### config.mk
export PLATFORM = sky130hd
export DESIGN_NAME = mac_pipe_arbiter
export DESIGN_NICKNAME = d
export VERILOG_FILES = /design/src/rtl/mac_arb_pkg.sv /design/src/rtl/mac_pipe_arbiter_rr.sv /design/src/rtl/mac_pipe_arbiter.sv
export SDC_FILE = /design/constraint.sdc
export NUM_CORES = 1
export LEC_CHECK = 0
export BUFFER_PORTS_ARGS = -buffer_cell sky130_fd_sc_hd__buf_2
export CAP_MARGIN = 20
export CORE_UTILIZATION = 45
export CTS_BUF_LIST = sky130_fd_sc_hd__clkbuf_4 sky130_fd_sc_hd__clkbuf_8 sky130_fd_sc_hd__clkbuf_16
export CTS_CLUSTER_SIZE = 12
export DETAILED_ROUTE_END_ITERATION = 7
export GPL_TIMING_DRIVEN = 0
export HOLD_SLACK_MARGIN = 0.06
export PLACE_DENSITY_LB_ADDON = 0.12
export SYNTH_ARGS = -nofsm -noshare
export SYNTH_HDL_FRONTEND = slang
export SYNTH_SLANG_ARGS = --single-unit
### constraint.sdc
create_clock -name clk -period 6.9 [get_ports clk]
set_input_delay 2.07 -clock clk [delete_from_list [all_inputs] [get_ports clk]]
set_output_delay 2.07 -clock clk [all_outputs]
set_load 0.03 [all_outputs]
### src/rtl/mac_arb_pkg.sv
// Shared constants, ID-width helper and tag type for the multiply-add pipeline arbiter.
package mac_arb_pkg;

  localparam int unsigned NUM_REQ_DEF  = 4;
  localparam int unsigned DATA_W_DEF   = 8;
  localparam int unsigned PIPE_LAT_DEF = 3;
  // Tag IDs are sized for the largest supported requester count (16).
  localparam int unsigned MAX_ID_W     = 4;

  function automatic int unsigned id_width(input int unsigned n);
    return $clog2(n);
  endfunction

  typedef struct packed {
    logic                valid;
    logic [MAX_ID_W-1:0] id;
  } mac_tag_t;

endpackage

### src/rtl/mac_pipe_arbiter_rr.sv
// One-hot round-robin grant over a request vector; the pointer moves past the winner on advance.
module rr_arbiter
  import mac_arb_pkg::*;
#(
  parameter int unsigned N = NUM_REQ_DEF,
  localparam int unsigned IW = id_width(N)
) (
  input  logic          clk,
  input  logic          rst,
  input  logic          en,
  input  logic          advance,
  input  logic [N-1:0]  req,
  output logic [N-1:0]  grant,
  output logic [IW-1:0] idx
);

  logic [IW-1:0] ptr;
  logic [IW:0]   cand;
  logic          found;

  // First valid requester at or after ptr, scanning with wrap-around.
  always_comb begin
    grant = '0;
    idx   = '0;
    found = 1'b0;
    cand  = '0;
    for (int unsigned k = 0; k < N; k++) begin
      cand = {1'b0, ptr} + (IW+1)'(k);
      if (cand >= (IW+1)'(N)) cand = cand - (IW+1)'(N);
      if (!found && req[IW'(cand)]) begin
        found = 1'b1;
        idx   = IW'(cand);
      end
    end
    if (found && en && !rst) grant[idx] = 1'b1;
  end

  always_ff @(posedge clk or posedge rst) begin
    if (rst) begin
      ptr <= '0;
    end else if (advance) begin
      ptr <= (idx == IW'(N-1)) ? '0 : idx + 1'b1;
    end
  end

endmodule

### src/rtl/mac_pipe_arbiter.sv
// Round-robin issue of operand triples into a fixed-latency multiply-add pipeline with ID-tagged responses.
// Define MAC_ARB_PERF_EN to add the saturating 32-bit perf_issue_cnt handshake counter.
module mac_pipe_arbiter
  import mac_arb_pkg::*;
#(
  parameter int unsigned NUM_REQ  = NUM_REQ_DEF,
  parameter int unsigned DATA_W   = DATA_W_DEF,
  parameter int unsigned PIPE_LAT = PIPE_LAT_DEF,
  localparam int unsigned IW = id_width(NUM_REQ)
) (
  input  logic                      clk,
  input  logic                      rst,
  input  logic                      en,
  input  logic [NUM_REQ-1:0]        req_valid,
  output logic [NUM_REQ-1:0]        req_ready,
  input  logic [NUM_REQ*DATA_W-1:0] req_a,
  input  logic [NUM_REQ*DATA_W-1:0] req_b,
  input  logic [NUM_REQ*DATA_W-1:0] req_c,
  output logic [DATA_W-1:0]         mac_a,
  output logic [DATA_W-1:0]         mac_b,
  output logic [DATA_W-1:0]         mac_c,
  input  logic [DATA_W-1:0]         mac_out,
  output logic                      rsp_valid,
  output logic [IW-1:0]             rsp_id,
  output logic [DATA_W-1:0]         rsp_data,
`ifdef MAC_ARB_PERF_EN
  output logic                      busy,
  output logic [31:0]               perf_issue_cnt
`else
  output logic                      busy
`endif
);

  logic [NUM_REQ-1:0] grant;
  logic [IW-1:0]      g_idx;
  logic               handshake;
  logic [31:0]        sel;
  mac_tag_t           slot_q;
  mac_tag_t           tag_q [PIPE_LAT];

  assign req_ready = grant;
  assign handshake = |(req_valid & grant);
  assign sel       = 32'(g_idx) * DATA_W;

  rr_arbiter #(.N(NUM_REQ)) u_rr (
    .clk     (clk),
    .rst     (rst),
    .en      (en),
    .advance (handshake),
    .req     (req_valid),
    .grant   (grant),
    .idx     (g_idx)
  );

  // Operand registers hold their last value when nothing is issued.
  always_ff @(posedge clk or posedge rst) begin
    if (rst) begin
      mac_a <= '0;
      mac_b <= '0;
      mac_c <= '0;
    end else if (handshake) begin
      mac_a <= req_a[sel +: DATA_W];
      mac_b <= req_b[sel +: DATA_W];
      mac_c <= req_c[sel +: DATA_W];
    end
  end

  // Issue slot plus a tag shift register aligned with the pipeline stages.
  always_ff @(posedge clk or posedge rst) begin
    if (rst) begin
      slot_q <= '0;
      for (int i = 0; i < PIPE_LAT; i++) tag_q[i] <= '0;
    end else begin
      slot_q.valid <= handshake;
      slot_q.id    <= handshake ? MAX_ID_W'(g_idx) : '0;
      tag_q[0]     <= slot_q;
      for (int i = 1; i < PIPE_LAT; i++) tag_q[i] <= tag_q[i-1];
    end
  end

  assign rsp_valid = tag_q[PIPE_LAT-1].valid;
  assign rsp_id    = IW'(tag_q[PIPE_LAT-1].id);
  assign rsp_data  = mac_out;

  always_comb begin
    busy = slot_q.valid;
    for (int i = 0; i < PIPE_LAT; i++) busy = busy | tag_q[i].valid;
  end

`ifdef MAC_ARB_PERF_EN
  always_ff @(posedge clk or posedge rst) begin
    if (rst) begin
      perf_issue_cnt <= '0;
    end else if (handshake && (perf_issue_cnt != '1)) begin
      perf_issue_cnt <= perf_issue_cnt + 32'd1;
    end
  end
`endif

endmodule
==> impl_results.md, run 1 <==
* Run status: finished, final reports clean
* Avg WL per Cell at 12.73 um
* Synth Instances at between 200 and 300
* Cts bufs inserted at 5
* Share of flip-flops with an asynchronous set or reset at 100.0%
* CP max-delay cell: or3b_2
* Antenna violations before repair at 0
* Max-Cap Viols at 0
* First drt pass iteration count at 4
* CP dominant cell by count: buf_2
* Final period demand of the worst path at between 5000 and 6000 ps
* Initial Util at about 47%
* Crit path arrival time at approximately 4000 ps
* Area grow syn2layout at 40.76%
* Post-CTS Setup Inserts at 0
* Syn Std Cell Area at ~2200 um^2
* Req. time, crit path at just under 5000 ps
* Synth top area share at about 43%
* Syn_area_per_cell at 8.284 um^2
* Worst Skew at approximately 3.5 ps
* Routed WL at around 6200 um
* Power Dens Cells at between 300 and 400 nW/um^2
* PortBufs at between 100 and 150
* Total power at approximately 0.0011 W
* Die area at roughly 5200 um^2
* CP startpoint kind: primary input
* Post-CTS sizing at 0
* Slew @ Worst Pin at about 800 ps
* Yosys top cell by area: dfrtp_1
* Post-synth top flop: dfrtp_1
* Slew Limit Headroom at a little under half
* Via count at 2450
* CTS root buffer: clkbuf_8
* Fin Setup TNS at 0 ps
* Crit-path max cell delay at roughly 470 ps
* N_diodes at 0
* # rows at 25
* Placer Congestion at about 0.81
* Final ANT Viol Nets at 0
* Synth unique cells at 33
* Delay-heaviest family, CP: buffers and inverters
* Starting DRT DRC Count at around 130
* Post-DP HPWL at between 4000 and 5000 um
* First-pass GRT wire length at 9949 um
* Vias/cell at a little over 5
* GRT overflow at 0
* Clk_lat worst skew at 280 ps
* Syn. warnings at 0
* CTS clk-pin slew, worst paths at ~80 ps
* Nets@finish at 530
* Critical Path Fanout Max at 10
* Commonest non-fill, non-tap cell in the layout: buf_2
* Leakage power at ~1.8 nW
* Die Span X at between 70 and 80 um
* Most frequent cells in the layout: buf_2 (144), nand2_1 (121), dfrtp_1 (38), a21oi_1 (25)
* Synthesized Nets at between 300 and 400
* Crit Path Class: primary input to primary output
* Gr usage total at between 20% and 30%
* WP buf/inv at 4
* Max-slew violation count at 0
* Pin count of the biggest net entering global routing at between 40 and 50
* DR DRC count at 0
* Vias in the first global route at 2277
* Clock Path Buffers at 2
* RSZ-0062 raised after global routing: no
* Fin. Hold Viols at 0
* CTS Hold Bufs at 0
* Top post-synthesis cells by area: dfrtp_1 (43%), nand2_1 (20%), a221o_2 (6.1%), a21oi_1 (5.6%), a221o_1 (5.4%)
* Peak VDD IR at between 150 and 200 uV
* H-tree Lvls at 2
* CTS tree: done
* Post-synth EDFFs at 0
* Register bit total from synthesis at 38
* Min-Delay Path Class: register to register
* Num ports at between 150 and 200
* Die height at 72.37 um
* Sequential area share after synthesis at 42.67%
* Core ar. at 4755 um^2
* Final setup fails at 0
* Setup crit end kind: primary output
* Layout cell share with drive strength beyond 1 at between 40 and 50%
* Final Cycle Share at between 80% and 90%
* Crit-path cells: buf_2 > or3b_2 > o221a_2 > inv_2 > clkbuf_1 > ha_1 > and2_1 > buf_2
* F_max at about 170 MHz
* Clock sinks at 38
per-layer routing:
metal  global-route usage [%]  share of wire (%)  vias to the layer above
li1                         -                  -                     1208
met1                    29.76                 41                     1126
met2                    42.58                 51                      106
met3                    4.722                6.4                       10
met4                    8.715                1.5                        0
met5                        0                  0                        -
where the power goes:
group          leakage, nW  switching, W  internal (W)
registers            0.486     0.0000460      0.000300
clock network       0.0504     0.0000803      0.000108
logic                 1.24      0.000376      0.000215
total                 1.77      0.000502      0.000623
final cells by class:
cell class	instances	area, um^2
fillers	447	1618
well taps	67	83.83
clock buffers	5	68.82
repair buffers	142	710.7
flip-flops and latches	38	950.9
plain buffers	27	178.9
clock inverters	3	45.04
multi-input cells	196	1069
inverters	8	30.03
cell usage after synthesis (2+ instances only):
cell type / count
nand2_1: 121
dfrtp_1: 38
a21oi_1: 25
a221o_1: 12
a221o_2: 12
buf_4: 10
clkbuf_1: 8
buf_6: 5
nor2_1: 5
inv_1: 4
inv_2: 4
buf_1: 2
buf_2: 2
or4_1: 2
per-stage QoR:
stage                     hold slack [ps]  utilization, %  area (um^2)  cells  setup slack (ps)
after global placement              331.4           63.58         3023    478             393.8
after detailed placement            334.7           63.58         3023    478             908.8
after CTS                           349.0           65.97         3137    486             899.7
after global routing                346.5           65.97         3137    486             726.1
after floorplan                     331.2               -         2228    269             801.7
final                               349.9           65.97         3137    486             911.8
kinds of logic after synthesis:
logic type               Yosys count  share of synthesized area, %
AO/OA/AOI/OAI                     57                         21.73
multiplexers                       2                        0.9545
buffers and inverters             35                         9.376
adder cells (fa/ha/maj)            1                        0.5614
flip-flops                        38                         42.67
AND/OR/NAND/NOR                  136                         24.71
path summary, 6_finish.rpt:
| kind | start | endpoint | slack (ps) | cells past startpoint |
|---|---|---|---|---|
| setup / recovery | req_valid[0] | req_ready[2] | 910 | 8 |
| hold / removal | slot_q[1] | tag_q[11] | 350 | 0 |
| setup reg to reg | u_rr.ptr[1] | mac_c[2] | 3820 | 10 |
| hold reg to reg | slot_q[1] | tag_q[11] | 350 | 0 |
| max in group asynchronous | rst | mac_a[0] | 4450 | 2 |
| min in group asynchronous | rst | mac_b[5] | 1930 | 2 |
state kept, by name, summed over array words and instances (netlist names):
signal / flops
slot_q: 3
tag_q: 6
mac_c: 8
mac_a: 8
u_rr.ptr: 2
mac_b: 8
rsp_id: 2
rsp_valid: 1
Power figures use the tool's default switching activity.
==> inputs of run 2 (changes only) <==
Settings changed: ABC_AREA set to 1, CELL_PAD_IN_SITES_DETAIL_PLACEMENT set to 1, CELL_PAD_IN_SITES_GLOBAL_PLACEMENT set to 1, CORE_UTILIZATION 45 to 33, REMOVE_ABC_BUFFERS set to 1.
==> impl_results.md, run 2 <==
* Most frequent cells in the layout: nand2_1 (207), buf_2 (134), nand4_1 (74), inv_1 (62), dfrtp_1 (38)
* Die Span X at 98.03 um (+35%)
* FF/Latch Area at 950.9 um^2 (unchanged)
* Fin. Hold Viols at 0 (unchanged)
* Final Cycle Share at 96.32% (+9.5 points)
* Fin Setup TNS at 0 ps (unchanged)
* N_diodes at 0 (unchanged)
* Syn_area_per_cell at 6.313 um^2 (-24%)
* Synth unique cells at 22 (-33%)
* Register bit total from synthesis at 38 (unchanged)
* Comb pwr share at 75.8% (+23 points)
* Cts bufs inserted at 5 (unchanged)
* Clock Path Buffers at 2 (unchanged)
* Met2 wire len at 4866 um (+55%)
* Final period demand of the worst path at 6646 ps (+657.7 ps)
* Syn. warnings at 0 (unchanged)
* Total power at 0.002172 W (+93%)
* Top Metal Used: met4
* CP startpoint kind: primary input
* Gr usage total at 21.28% (-3.1 points)
* Min-Delay Path Class: register to register
* Post-DP HPWL at 7027 um (+50%)
* Int Power at 0.0009048 W (+45%)
* CTS tree: done
* Pin count of the biggest net entering global routing at 39 (-4.9%)
* Max-Cap Viols at 0 (unchanged)
* CTS root buffer: clkbuf_8
* Via count at 3440 (+40%)
* NetSw at 0.001267 W (+150%)
* Synth Instances at 482 (+79%)
* Met1 Wirelength at 4383 um (+71%)
* Largest regs: mac_a: 8 flops, mac_b: 8 flops, mac_c: 8 flops
* Synth top area share at 31.25% (-11 points)
* Fillcell total at 1223 (+170%)
* CTS clk-pin slew, worst paths at 70 ps (about the same)
* Num ports at 151 (unchanged)
* Peak VDD IR at 245.4 uV (+55%)
* Run status: complete, but fails checks
* Power Dens Cells at 577.8 nW/um^2 (+61%)
* Die height at 98.03 um (+35%)
* Final ANT Viol Nets at 0 (unchanged)
* Met3 Wirelength at 584 um (+46%)
* Sw Ratio at 58.33% (+14 points)
* Clock share of power at 6.8% (-9.9 points)
* PortBufs at 134 (-5.6%)
* Share of flip-flops with an asynchronous set or reset at 100.0% (unchanged)
* Post-CTS Setup Inserts at 0 (unchanged)
* Critical Path Fanout Max at 37 (+27)
* First-pass GRT wire length at 16820 um (+69%)
* Die area at 9609 um^2 (+83%)
* Commonest cells in the netlist: nand2_1 (208), nand4_1 (74), inv_1 (63)
* Antenna violations before repair at 0 (unchanged)
* Vias in the first global route at 3564 (+57%)
* Placer Congestion at 0.7663 (-4.9%)
* Worst Skew at 6.813 ps (+3.336 ps)
* Clk_lat worst skew at 280 ps (about the same)
* GRT overflow at 0 (unchanged)
* Starting DRT DRC Count at 79 (-41%)
* F_max at 150.5 MHz (-9.9%)
* Violated checks: DRC
* Routed WL at 9849 um (+59%)
* Max-slew violation count at 0 (unchanged)
* Slew Limit Headroom at 40.67% (-5.6 points)
* Multi-input gate area at 1584 um^2 (+48%)
* # rows at 34 (+36%)
* Post-synth top flop: dfrtp_1
* Area grow syn2layout at 23.52%
* RSZ-0062 raised after global routing: no
* Nets@finish at 695 (+31%)
* Top post-synthesis cells by area: dfrtp_1 (31%), nand2_1 (26%), nand4_1 (15%), inv_1 (7.8%), nand3_1 (5.3%)
* Post-CTS sizing at 0 (unchanged)
* Top-count cell post-synth: nand2_1
* Avg WL per Cell at 14.27 um (+12%)
* Clock sinks at 38 (unchanged)
* Commonest non-fill, non-tap cell in the layout: nand2_1
* Syn Std Cell Area at 3043 um^2 (+37%)
* Slew @ Worst Pin at 888.9 ps (+84.28 ps)
* Crit path arrival time at 4580 ps (+660 ps)
* Core ar. at 8806 um^2 (+85%)
* Post-synth EDFFs at 0 (unchanged)
* Final setup fails at 0 (unchanged)
* Crit Path Class: primary input to primary output
* Vias/cell at 4.986 (-1.1%)
* Setup crit end kind: primary output
* Sequential power share at 17.4% (-13 points)
* Layout cell share with drive strength beyond 1 at 28.01% (-18 points)
* Sequential area share after synthesis at 31.25% (-11 points)
* First drt pass iteration count at 6 (+2)
* Initial Util at 34.56% (-12 points)
* Req. time, crit path at 4830 ps (about the same)
* Leakage power at 2.403 nW (+35%)
* DR DRC count at 5 (+5)
* CTS Hold Bufs at 0 (unchanged)
* H-tree Lvls at 2 (unchanged)
* Yosys top cell by area: dfrtp_1
run 2: cell types whose count changed after synthesis, sizes merged, moves of 2 or more:
cell and change:
nand3 +34, or4 -2, clkbuf -2, a221o -24
a21oi -25, nand2 +92, nand4 +74, buf +19
nor2 +2, and3 -2, inv +58
run 2: cell type report:
| class | count | share of cell area (%) |
|---|---|---|
| Sequential cell | 38 | 25.30 |
| Clock buffer | 6 | 2.197 |
| Inverter | 66 | 6.591 |
| Timing Repair Buffer | 138 | 20.17 |
| Tap cell | 108 | 3.595 |
| Multi-Input combinational cell | 334 | 42.14 |
run 2: path summary, 6_finish.rpt:
kind                         startpoint           end  slack, ps  depth (start not counted)
hold reg to reg                tag_q[6]     rsp_id[1]        340                          0
max in group asynchronous           rst      tag_q[6]       4450                          2
setup reg to reg            u_rr.ptr[0]      mac_a[0]       2800                         18
min in group asynchronous           rst     tag_q[11]       1950                          2
setup / recovery           req_valid[2]  req_ready[2]        250                         14
hold / removal                 tag_q[6]     rsp_id[1]        340                          0
run 2: worst max-delay path, cell delays in order:
cell,delay [ps]
buf_2,110
inv_1,80
nand2_1,80
nand3_1,100
nand2_1,120
inv_2,100
nand3_2,400
buf_12,350
nand3_2,310
buf_12,250
ha_1,170
inv_1,50
nor2_2,130
buf_2,210
run 2: kinds of logic after synthesis:
| family | Yosys count | share of synthesized area, % |
|---|---|---|
| buf+inv | 110 | 17.19 |
| simple gates | 333 | 51.15 |
| fa+ha+maj | 1 | 0.4111 |
| flops | 38 | 31.25 |
run 2: through the flow:
step / instances / setup slack, ps / hold slack [ps] / instance area (um^2) / util, %
after global placement: 680 / -1511 / 331.6 / 3573 / 40.58
after floorplan: 438 / -238.0 / 331.2 / 2768 / -
after detailed placement: 684 / 113.6 / 336.3 / 3669 / 41.66
final: 690 / 254.2 / 343.5 / 3759 / 42.68
after CTS: 690 / 111.4 / 345.1 / 3751 / 42.60
after global routing: 690 / 43.81 / 352.8 / 3759 / 42.68
run 2: power by group through the flow:
stage	Clock (W)	Sequential, W	Combinational [W]
after floorplan	0	0.000511	0.000989
after global placement	0	0.000375	0.00157
after detailed placement	0	0.000382	0.00166
after CTS	0.000155	0.000378	0.00167
after global routing	0.000166	0.000391	0.00187
final	0.000149	0.000378	0.00165
run 2: per-layer routing:
layer | vias to the layer above | track usage (%)
met4 | 0 | 3.030
met2 | 93 | 38.14
met3 | 2 | 4.724
met5 | - | 0
li1 | 1737 | -
met1 | 1608 | 26.54
